$ cat src/rtl/sample_loader.sv
// sample_loader: collects L1+L4-word samples into a shadow buffer and presents each for PERIOD cycles; define SAMPLE_LOADER_FRAMING_CHECK_EN to compile in s_last framing checks.
module sample_loader #(
    parameter int L1        = 4,
    parameter int L4        = 2,
    parameter int DATA_W    = 16,
    parameter int PERIOD    = 16,
    parameter int N_SAMPLES = 8
) (
    input  logic                         clk,
    input  logic                         reset,
    input  logic                         s_valid,
    input  logic [DATA_W-1:0]            s_data,
    input  logic                         s_last,
    output logic                         s_ready,
    output logic [L1*DATA_W-1:0]         a1,
    output logic [L4*DATA_W-1:0]         y,
    output logic                         enable,
    output logic [$clog2(N_SAMPLES)-1:0] sample_cnt,
    output logic                         epoch_done,
    output logic                         frame_err
);
    localparam int W  = L1 + L4;
    localparam int WW = $clog2(W);
    localparam int HW = $clog2(PERIOD);
    localparam int SW = $clog2(N_SAMPLES);

    typedef enum logic {IDLE, HOLD} state_t;

    state_t            state, state_next;
    logic              load, hold_end, accept, take, last_word, shadow_full;
    logic [WW-1:0]     wcnt;
    logic [HW-1:0]     hcnt;
    logic [DATA_W-1:0] shadow [W];

    assign s_ready   = reset && !shadow_full;
    assign accept    = s_valid && s_ready;
    assign last_word = wcnt == WW'(W-1);
    assign enable    = state == HOLD;

`ifdef SAMPLE_LOADER_FRAMING_CHECK_EN
    logic resync, bad;
    assign bad  = accept && !resync && (s_last != last_word);
    assign take = accept && !resync && !bad;
    // Sticky error flag; after a missing s_last, drop words until one carries s_last
    always_ff @(posedge clk or negedge reset) begin
        if (!reset) begin
            frame_err <= 1'b0;
            resync    <= 1'b0;
        end else begin
            if (bad) frame_err <= 1'b1;
            if (accept) resync <= (resync || bad) && !s_last;
        end
    end
`else
    logic unused_last;
    assign unused_last = s_last;
    assign take        = accept;
    assign frame_err   = 1'b0;
`endif

    // State register
    always_ff @(posedge clk or negedge reset) begin
        if (!reset) state <= IDLE;
        else        state <= state_next;
    end

    // Swap decision from the registered shadow_full only
    always_comb begin
        hold_end   = hcnt == HW'(PERIOD-1);
        load       = shadow_full && (state == IDLE || hold_end);
        state_next = state;
        if (load) state_next = HOLD;
        else if (state == HOLD && hold_end) state_next = IDLE;
    end

    // Shadow fill, presentation copy and sample/epoch counters
    always_ff @(posedge clk or negedge reset) begin
        if (!reset) begin
            wcnt        <= '0;
            hcnt        <= '0;
            shadow_full <= 1'b0;
            a1          <= '0;
            y           <= '0;
            sample_cnt  <= '0;
            epoch_done  <= 1'b0;
            for (int i = 0; i < W; i++) shadow[i] <= '0;
        end else begin
            if (accept) wcnt <= (take && !last_word) ? wcnt + 1'b1 : '0;
            if (take) shadow[wcnt] <= s_data;
            shadow_full <= (shadow_full && !load) || (take && last_word);
            hcnt        <= (load || state == IDLE) ? '0 : hcnt + 1'b1;
            epoch_done  <= load && sample_cnt == SW'(N_SAMPLES-1);
            if (load) begin
                sample_cnt <= (sample_cnt == SW'(N_SAMPLES-1)) ? '0 : sample_cnt + 1'b1;
                for (int i = 0; i < L1; i++) a1[i*DATA_W +: DATA_W] <= shadow[i];
                for (int i = 0; i < L4; i++) y[i*DATA_W +: DATA_W] <= shadow[L1+i];
            end
        end
    end
endmodule

$ cat config.mk
export PLATFORM = sky130hd
export DESIGN_NAME = sample_loader
export DESIGN_NICKNAME = d
export VERILOG_FILES = /design/src/rtl/sample_loader.sv
export SDC_FILE = /design/constraint.sdc
export NUM_CORES = 1
export LEC_CHECK = 0
export BUFFER_PORTS_ARGS = -buffer_cell sky130_fd_sc_hd__clkbuf_2
export CORE_MARGIN = 5
export CORE_UTILIZATION = 48
export CTS_CLUSTER_DIAMETER = 30
export DETAILED_ROUTE_END_ITERATION = 10
export GPL_TIMING_DRIVEN = 0
export PLACE_DENSITY_LB_ADDON = 0.12
export SETUP_SLACK_MARGIN = 0.02
export SLEW_MARGIN = 10
export SYNTH_ARGS = -nofsm -noshare
export SYNTH_HDL_FRONTEND = slang
export SYNTH_SLANG_ARGS = --single-unit
$ cat constraint.sdc
create_clock -name clk -period 3.65 [get_ports clk]
set_input_delay 0.1825 -clock clk [delete_from_list [all_inputs] [get_ports clk]]
set_output_delay 0.1825 -clock clk [all_outputs]
set_load 0.05 [all_outputs]
# Word-level counts from Yosys, hierarchy flattened
# Cells that the tools add are included.
# word_totals
ff_bits	205
inputBits	20
out_inout_bits	103
elab_cells	48
# op_classes
addsub	3
order_cmp	2
n_eq_ne	3
n_mux	8
n_bitwise	2
n_reduce_logical	16
# op_table
operator	n
$bwmux W96	1
$demux W16 S3	1
$mux W16	1
$logic_and A1 B1 Y1	9
$add A3 B1 Y3 const B	2
$eq A3 B3 Y1 const B	2
$mux W3	2
$add A4 B1 Y4 const B	1
$eq A4 B4 Y1 const B	1
$ge A4 B4 Y1 const B	1
$lt A4 B1 Y1 const B	1
$mux W4	1
$not A3 Y4	1
$logic_not A1 Y1	3
$logic_or A1 B1 Y1	3
$mux W1	2
$reduce_bool A2 Y1	1
$not A1 Y1	1

# Longest topological paths before layout
# Gate-level depths: netlist of run 1.
# logic_depth
depth_word	6
ltp_mapped	6
depth_no_buf	5

# Worst setup path before layout of run 1
# OpenSTA, ideal clock, no wires.
# synth_path
kind	register to register
from	reg shadow_full
to	reg shadow[69] (netlist bit)
setup_ps	125
t_arrival_ps	1787
t_required_ps	3525
slack_ps	1738
stages_incl_launch_ff	6
path_buffers	2
synth_period_minus_slack_ps	1912
cell_sequence	dfrtp_1 > nand2b_1 > buf_4 > nor4_2 > buf_4 > mux2_2
# synth_via
elab_chain_len	3
# synth_lines
item	line	rtl
start, declared	30	logic load, hold_end, accept, take, last_word, shadow_full;
start signal, assigned	90	shadow_full <= (shadow_full && !load) || (take && last_word);
$logic_not A1 Y1	35	assign s_ready = reset && !shadow_full;
$logic_and A1 B1 Y1	35	
$logic_and A1 B1 Y1	36	assign accept = s_valid && s_ready;
end signal, assigned by index	89	if (take) shadow[wcnt] <= s_data;
end, declared	33	logic [DATA_W-1:0] shadow [W];
# Every way passes these cells.
# A chain may end at the register's enable or synchronous reset.

# Worst setup path after layout of run 1
# layout_path
from	in reset
to	reg shadow[73] (netlist bit)
# layout_via
elab_chain_len	2
# layout_lines
item	line	rtl
start, declared	10	input logic reset,
$logic_and A1 B1 Y1	35	
$logic_and A1 B1 Y1	36	
# Every way passes these cells.

==> impl_metrics.toml, run 1 <==
[run_status]
outcome = "complete, no violations"

[finish]
insertedDiodeCount = 0
drive_gt1_share_pct = 61.8
area_delta_synth_final_pct = 30.5
final_common_cell = "dfrtp_1"
num-nets-final = 655
fillCellCount = 1198
fin_cells = 875
final_cell_mix = "dfrtp_1, mux2_2, clkbuf_2, clkbuf_16, buf_2"

[clocking]
cts_sinks = 205
htreeDepth = 2
post_cts_buffers = 0
clk_pin_slew_ns = 0.05
insertion_delay_ns = 0.50
numCtsBuffers = 40
cts_tree = "yes"
cts_root_buf = "clkbuf_16"
clk_path_buf_depth = 3

[floorplanning]
start_util_pct = 49.0
fp.dieH_um = 137
io_pins = 123
die_w_um = 137
fp.dieArea_um2 = 18900
rows = 46
core-area_um2 = 15900

[grt]
grt_pass1_wl_mm = 27.0
overflow = 0
antenna_found_initial = 0
grt_usage_pct = 18.9
grt_pass1_vias = 4876
grt_max_degree = 78

[timing]
finalCritPeriodShare_pct = 75.1
fin_setup_tns_ns = 0
maxSlewHeadroom_pct = 27.9
fin_skew_ns = 0.0149
finalCriticalPeriod_ns = 2.74
worst_pin_slew_ns = 1.07
slew_viol_final = 0
rsz0062_at_grt = "no"
setup_viol = 0
hold_viol_final = 0
worst_slack_ns = 0.910
clock.fmax_mhz = 365

[logic_synthesis]
synth_cell_type_count = 28
ys_seq_area_share_pct = 65.9
synth_nets = 489
synth-seq-cells = 205
ys_warn_count = 0
synth.avg_cell_area_um2 = 16.8
synth_area_um2 = 7790
syn_inst = 464

[placement]
dp_slack_ns = 0.970
hpwl_mm = 11.3
post-place-cells = 802
io_buffer_count = 120
routabilityCongestion = 0.699

[power]
p_leak_nw = 5.02
sw_frac_of_total_pct = 35.2
pwr-share-clk_pct = 35.7
vdd_ir_drop_max_uv = 516
seq_power_share_pct = 34.7
internal_power_mw = 6.95
combPwrFrac_pct = 29.6
powerDensity_nw_per_um2 = 1060
power_switching_mw = 3.78

[min_path]
min_delay_worst_endpoint = "shadow[70]"
hold_path.class = "input pin to register"
hold_start = "s_data[6]"
holdPathStages = 2

[worst_setup_path]
r2r-start = "shadow_full"
start_kind = "input pin"
worstSetupEndpointType = "register"
crit_required_ns = 4.02
worst-setup-path-type = "input pin to register"
path_max_fanout = 67
rrSetupSlack_ns = 1.18
arrival_ns = 3.11
reg2regPathDepth = 5
r2r-end = "shadow[73]"

[drt]
wl_mm = 17.0
wl_per_cell_um = 19.4
initialDrtViolationCount = 115
viasPerCell = 5.08
drc = 0
drt.antenna.violating_nets = 0
via_count = 4448
dr.pass1.iters = 4

[flow_run]
cap_viol_max_count = 0
==> critical path, cell delays in order <==
cell and delay, ns:
dlygate4sd3_1 0.54, clkbuf_8 0.46, nand2b_1 0.10, buf_4 0.19
nor4_2 0.87, buf_4 0.38, mux2_2 0.36
==> flip-flops by register name (all words and copies together) (netlist names), 3 cells and up <==
| name | cells |
|---|---|
| shadow | 96 |
| wcnt | 3 |
| sample_cnt | 3 |
| a1 | 64 |
| y | 32 |
| hcnt | 4 |
==> worst max path at each step <==
stage | to | start | cells past startpoint
5_1_grt | shadow[72] | reset | 7
3_5_place_dp | shadow[73] | reset | 6
6_report | shadow[73] | reset | 7
2_1_floorplan | shadow[69] | shadow_full | 5
4_1_cts | shadow[73] | reset | 7
3_3_place_gp | shadow[72] | reset | 6
==> cell families after synthesis <==
kind of cell               Yosys count  synth area share [%]
AOI/OAI and AO/OA                    7                 0.578
muxes                              195                  28.2
buffers and inverters               25                  1.74
other                                1                0.0482
xor gates and xnor gates             2                 0.225
and+or+nand+nor                     24                  2.52
DFF                                205                  65.9
adders and majority gates            5                 0.803
==> metrics by stage <==
stage | util [%] | hold slack, ns | area (um^2) | power (mW)
after floorplan | - | -0.113 | 7790 | 6.09
after global placement | 54.5 | 0.451 | 8660 | 6.83
after detailed placement | 54.9 | 0.209 | 8720 | 6.97
after CTS | 64.0 | 0.00818 | 10200 | 10.9
after global routing | 64.0 | 0.0250 | 10200 | 11.2
final | 64.0 | 0.0245 | 10200 | 10.7
==> Yosys cell counts <==
master,instances,share of area [%]
nand4bb_1,1,0.14
or4b_1,2,0.26
nor2_1,2,0.096
nor3b_1,4,0.39
clkbuf_1,6,0.29
buf_2,12,0.77
mux2_2,195,28
inv_1,1,0.048
a21o_1,3,0.29
conb_1,1,0.048
nor4_4,1,0.27
nand3_1,3,0.19
nand3b_1,1,0.096
nor4b_4,1,0.31
o21ai_0,3,0.19
xor2_1,2,0.23
buf_4,3,0.29
ha_1,5,0.80
and2_1,2,0.16
buf_6,2,0.29
nand2b_1,2,0.16
inv_2,1,0.048
nor4_2,1,0.16
and3b_1,1,0.11
dfrtp_1,205,66
nor2b_1,1,0.080
a21boi_1,1,0.096
nand2_1,2,0.096
==> metal layers <==
| layer | global-route usage [%] | up-vias | wire length (um) |
|---|---|---|---|
| met5 | 0 | - | 0 |
| met4 | 5.71 | 0 | 276 |
| met3 | 5.48 | 24 | 1120 |
| met2 | 31.3 | 109 | 8540 |
| met1 | 24.3 | 2312 | 7050 |
| li1 | - | 2003 | - |
==> final cells by class <==
type | instances | area [um^2] | area share (%)
tap | 216 | 270 | 2.66
buffer | 23 | 128 | 1.26
sequential | 205 | 5130 | 50.5
multi-input combinational | 234 | 2520 | 24.8
timing repair buffer | 124 | 684 | 6.73
inverter | 2 | 7.51 | 0.0739
clock inverter | 27 | 377 | 3.71
clock buffer | 44 | 1050 | 10.3
==> power groups by stage <==
stage	Sequential (mW)	Clock, mW	Combinational, mW
2_1_floorplan	5.00	0	1.09
3_3_place_gp	3.70	0	3.13
3_5_place_dp	3.75	0	3.21
4_1_cts	3.73	3.90	3.23
5_1_grt	3.83	4.02	3.37
6_report	3.72	3.83	3.18
==> timing repair <==
action | CTS | global route
hold buffers | 2 | 0
hold endpoints to repair | 66 | 0
resized for setup | 0 | 0
Note: power is estimated with default switching activity, not from simulation.
==> inputs of run 2 (changes only) <==
==> constraint.sdc (replaced) <==
create_clock -name clk -period 2.6 [get_ports clk]
set_input_delay 0.13 -clock clk [delete_from_list [all_inputs] [get_ports clk]]
set_output_delay 0.13 -clock clk [all_outputs]
set_load 0.05 [all_outputs]
==> impl_metrics.toml, run 2 (same netlist as run 1, synthesis figures left out) <==
[timing]
worst_pin_slew_ns = 1.09
slew_viol_final = 0
fin_setup_tns_ns = 0
finalCritPeriodShare_pct = 95.0
clock.fmax_mhz = 405
setup_viol = 0
fin_hold_ws_ns = 0.00858
maxSlewHeadroom_pct = 26.8
rsz0062_at_grt = "no"
fin_skew_ns = 0.0160
hold_viol_final = 0
finalCriticalPeriod_ns = 2.47

[clocking]
htreeDepth = 2
cts_resized = 0
cts_sinks = 205
clk_pin_slew_ns = 0.05
cts_root_buf = "clkbuf_16"
numCtsBuffers = 40
cts_tree = "yes"
insertion_delay_ns = 0.50
clk_path_buf_depth = 3

[drt]
via_count = 4495
drt.antenna.violating_nets = 0
dr.pass1.iters = 4
wl_per_cell_um = 19.4
initialDrtViolationCount = 140
viasPerCell = 5.08
drc = 0
wl_mm = 17.2

[floorplanning]
rows = 46
fp.dieArea_um2 = 18900
fp.dieH_um = 137
die_w_um = 137
start_util_pct = 49.0
core-area_um2 = 15900
io_pins = 123

[placement]
post-place-cells = 802
io_buffer_count = 120
hpwl_mm = 11.3
routabilityCongestion = 0.699

[grt]
grt_usage_pct = 19.1
grt_max_degree = 78
busiest_layer = "met2"
antenna_found_initial = 0
use_met3_pct = 5.48
grt_use_met1_pct = 24.4
grt_pass1_vias = 4919
grt_pass1_wl_mm = 27.3
overflow = 0
grt_util_met2_pct = 31.9

[worst_setup_path]
crit_required_ns = 2.97
crit_path_cell_trace = "nand2b_1 > buf_4 > nor4_2 > buf_4 > mux2_2"
crit_top_cell = "buf_4"
path_max_fanout = 10
worstSetupEndpointType = "register"
start_kind = "register"
arrival_ns = 2.84
max_stage_delay_ns = 0.89
worst-setup-path-type = "register to register"
rrSetupSlack_ns = 0.13
crit_path_top_delay_cell = "nor4_2"

[run_status]
outcome = "complete, no violations"

[finish]
final_common_cell = "dfrtp_1"
num-nets-final = 665
regMostFlops = "shadow"
final_cell_mix = "dfrtp_1, mux2_2, clkbuf_2, clkbuf_16, buf_2"
drive_gt1_share_pct = 61.0
top_regs = "shadow: 96 flops, a1: 64 flops, y: 32 flops"
insertedDiodeCount = 0
fin_cells = 885
largest_reg_flops = 96
area_delta_synth_final_pct = 32.1

[power]
vdd_ir_drop_max_uv = 724
powerDensity_nw_per_um2 = 1470
p_leak_nw = 5.07
power_mw = 15.1

[flow_run]
cap_viol_max_count = 0

[min_path]
hold_path.class = "input pin to register"
==> run 2: cell types whose count changed in the layout (fill, tap and decap cells not counted) <==
cell	change
dlygate4sd3_1	+9
buf_16	+1
==> run 2: routing by layer <==
| layer | vias up | part of all wire [%] |
|---|---|---|
| met1 | 2325 | 41 |
| met2 | 121 | 50 |
| met4 | 0 | 1.7 |
| met3 | 26 | 6.8 |
| met5 | - | 0 |
| li1 | 2023 | - |
==> run 2: stage by stage <==
step	worst slack [ns]	util [%]	area [um^2]
finish	0.129	64.7	10300
floorplan	0.688	-	7790
global route	0.0326	64.7	10300
CTS	0.148	64.7	10300
global placement	-3.25	54.5	8660
detailed placement	-0.0273	54.9	8720
==> run 2: worst max-delay path, delay by kind of cell, from the launching register on <==
kind | cells | cell delay [ns]
and+or+nand+nor | 2 | 1.04
buffers and inverters | 2 | 0.55
DFF | 1 | 0.40
muxes | 1 | 0.36
==> run 2: what timing repair did <==
item / CTS / global route
setup buffers: 0 / 0
hold buffers: 12 / 0
endpoints found under the hold margin: 117 / 0
==> run 2: cell type report <==
type | instances | area [um^2]
tap | 216 | 270
buffer | 23 | 128
fill | 1186 | 5600
inverter | 2 | 7.51
timing repair buffer | 134 | 802
multi-input combinational | 234 | 2520
clock buffer | 44 | 1050
sequential | 205 | 5130
clock inverter | 27 | 377
==> run 2: worst paths after layout <==
kind | cells past startpoint | endpoint | startpoint
worst min register to register | 1 | hcnt[0] | hcnt[0]
max in group asynchronous | 4 | shadow[9] | reset
worst min-delay path | 2 | shadow[57] | s_data[9]
worst max-delay path | 5 | shadow[73] | shadow_full
worst max register to register | 5 | shadow[73] | shadow_full
min in group asynchronous | 3 | y[17] | reset
==> run 2: report_power, final <==
part | switching (mW) | internal (mW)
registers | 0.716 | 4.51
logic | 2.92 | 1.55
clock network | 1.67 | 3.71
==> inputs of run 3 (changes only) <==
--- a/config.mk
+++ b/config.mk
@@ -7,7 +7,7 @@
 export LEC_CHECK = 0
 export BUFFER_PORTS_ARGS = -buffer_cell sky130_fd_sc_hd__clkbuf_2
 export CORE_MARGIN = 5
-export CORE_UTILIZATION = 48
+export CORE_UTILIZATION = 56
 export CTS_CLUSTER_DIAMETER = 30
 export DETAILED_ROUTE_END_ITERATION = 10
 export GPL_TIMING_DRIVEN = 0
==> constraint.sdc (replaced) <==
create_clock -name clk -period 2.3 [get_ports clk]
set_input_delay 0.115 -clock clk [delete_from_list [all_inputs] [get_ports clk]]
set_output_delay 0.115 -clock clk [all_outputs]
set_load 0.05 [all_outputs]
==> impl_metrics.toml, run 3 (same netlist as run 1, synthesis figures left out) <==
[run_status]
outcome = "finished, violations left"
violations = "hold timing"

[timing]
setup_viol = 0
finalCriticalPeriod_ns = 2.18
finalCritPeriodShare_pct = 94.6
worst_pin_slew_ns = 0.706
slew_viol_final = 0
hold_viol_final = 94
clock.fmax_mhz = 459
maxSlewHeadroom_pct = 52.9
fin_hold_ws_ns = -0.446
fin_setup_tns_ns = 0
worst_slack_ns = 0.123
fin_skew_ns = 0.0165

[grt]
grt_max_degree = 97
overflow = 0
antenna_found_initial = 0
grt_pass1_wl_mm = 28.7
grt_pass1_vias = 5240
grt_usage_pct = 22.8

[floorplanning]
fp.dieArea_um2 = 16400
io_pins = 123
rows = 43
start_util_pct = 56.5
die_w_um = 128
fp.dieH_um = 128
core-area_um2 = 13800

[worst_setup_path]
r2r-start = "wcnt[1]"
path_max_fanout = 10
reg2regPathDepth = 4
worst-setup-path-type = "register to register"
arrival_ns = 2.56
rrSetupSlack_ns = 0.12
start_kind = "register"
r2r-end = "shadow[42]"
crit_required_ns = 2.68
worstSetupEndpointType = "register"

[finish]
fillCellCount = 875
multi_input_area_um2 = 2530
num-nets-final = 670
final_common_cell = "dfrtp_1"
post-route-cell-area_um2 = 10300
drive_gt1_share_pct = 60.7
area_delta_synth_final_pct = 32.0
top_regs = "shadow: 96 flops, a1: 64 flops, y: 32 flops"
largest_reg_flops = 96
ff_latch_area_um2 = 5130
final_cell_mix = "dfrtp_1, mux2_2, clkbuf_2, clkbuf_16, dlygate4sd3_1"
regMostFlops = "shadow"
insertedDiodeCount = 0

[drt]
dr.pass1.iters = 4
via_count = 4545
initialDrtViolationCount = 157
wl_mm = 17.5
wl_per_cell_um = 20.5
drt.antenna.violating_nets = 0
drc = 0
viasPerCell = 5.32

[clocking]
cts_tree = "yes"
htreeDepth = 2
clk_pin_slew_ns = 0.05
clk_path_buf_depth = 3
cts_root_buf = "clkbuf_16"
insertion_delay_ns = 0.51
postCtsHoldBufs = 17
numCtsBuffers = 39
cts_sinks = 205

[power]
powerDensity_nw_per_um2 = 1640
vdd_ir_drop_max_uv = 1020
p_leak_nw = 5.08

[placement]
dp_slack_ns = -0.964
hpwl_mm = 10.8
routabilityCongestion = 0.786
io_buffer_count = 120
placed_area_um2 = 8650

[min_path]
hold_path.class = "input pin to asynchronous set/reset pin"

[flow_run]
cap_viol_max_count = 0
==> run 3: changes by cell type in the layout (fill, tap and decap cells not counted), moves of 2 or more <==
cell / before / now
bufinv_16: 8 / 6
clkinv_2: 7 / 5
inv_6: 6 / 2
clkinvlp_4: 3 / 6
dlygate4sd3_1: 11 / 16
clkbuf_8: 2 / 4
clkbuf_2: 119 / 121
==> run 3: area by class of cell <==
type,count,share of cell area [%]
Sequential cell,205,49.9
Multi-Input combinational cell,234,24.6
Clock buffer,47,10.4
Timing Repair Buffer,140,8.52
Clock inverter,23,3.02
Tap cell,180,2.19
Buffer,23,1.29
Inverter,2,0.0730
==> run 3: how the worst max path moves through the flow <==
stage                            from    endpoint  cells past startpoint  slack (ns)
after global placement          reset  shadow[71]                      6       -3.47
after detailed placement        reset  shadow[73]                      7       -0.96
final                         wcnt[1]  shadow[42]                      4        0.12
after global routing          hcnt[0]       y[14]                      6     -0.0005
after CTS                     hcnt[0]      a1[63]                      5        0.06
after floorplan           shadow_full  shadow[69]                      5        0.39
==> run 3: critical path: stages (launching register included) <==
cell and delay (ns):
dfrtp_1 0.56, inv_2 0.12, nor4_4 0.56, buf_2 0.42, mux2_2 0.38
==> run 3: what timing repair did <==
item | in CTS | in global routing
endpoints found under the setup margin | 95 | 12
pin swaps | 1 | 0
resized for setup | 3 | 4
buffers inserted | 1 | 0
gates cloned | 1 | 0
hold endpoints to repair | 220 | 94
==> run 3: power by group <==
part           internal (mW)  switching, mW
Clock                   3.99           1.85
Combinational           1.77           3.34
Sequential              5.10          0.829
Total                   10.9           6.02
==> run 3: metal layers <==
| layer | vias up | wire [um] | part of all wire, % | global-route usage (%) |
|---|---|---|---|---|
| li1 | 2030 | - | - | - |
| met1 | 2356 | 7160 | 41 | 28.6 |
| met2 | 124 | 8860 | 51 | 38.8 |
| met3 | 35 | 1040 | 6.0 | 5.33 |
| met4 | 0 | 435 | 2.5 | 8.55 |
| met5 | - | 0 | 0 | 0 |
==> run 3: metrics by stage <==
| step | power [mW] | utilization (%) | instances |
|---|---|---|---|
| floorplan | 9.66 | - | 464 |
| global placement | 10.8 | 62.5 | 764 |
| detailed placement | 11.0 | 62.8 | 765 |
| CTS | 17.0 | 74.6 | 854 |
| global route | 17.6 | 74.6 | 854 |
| finish | 16.9 | 74.6 | 854 |
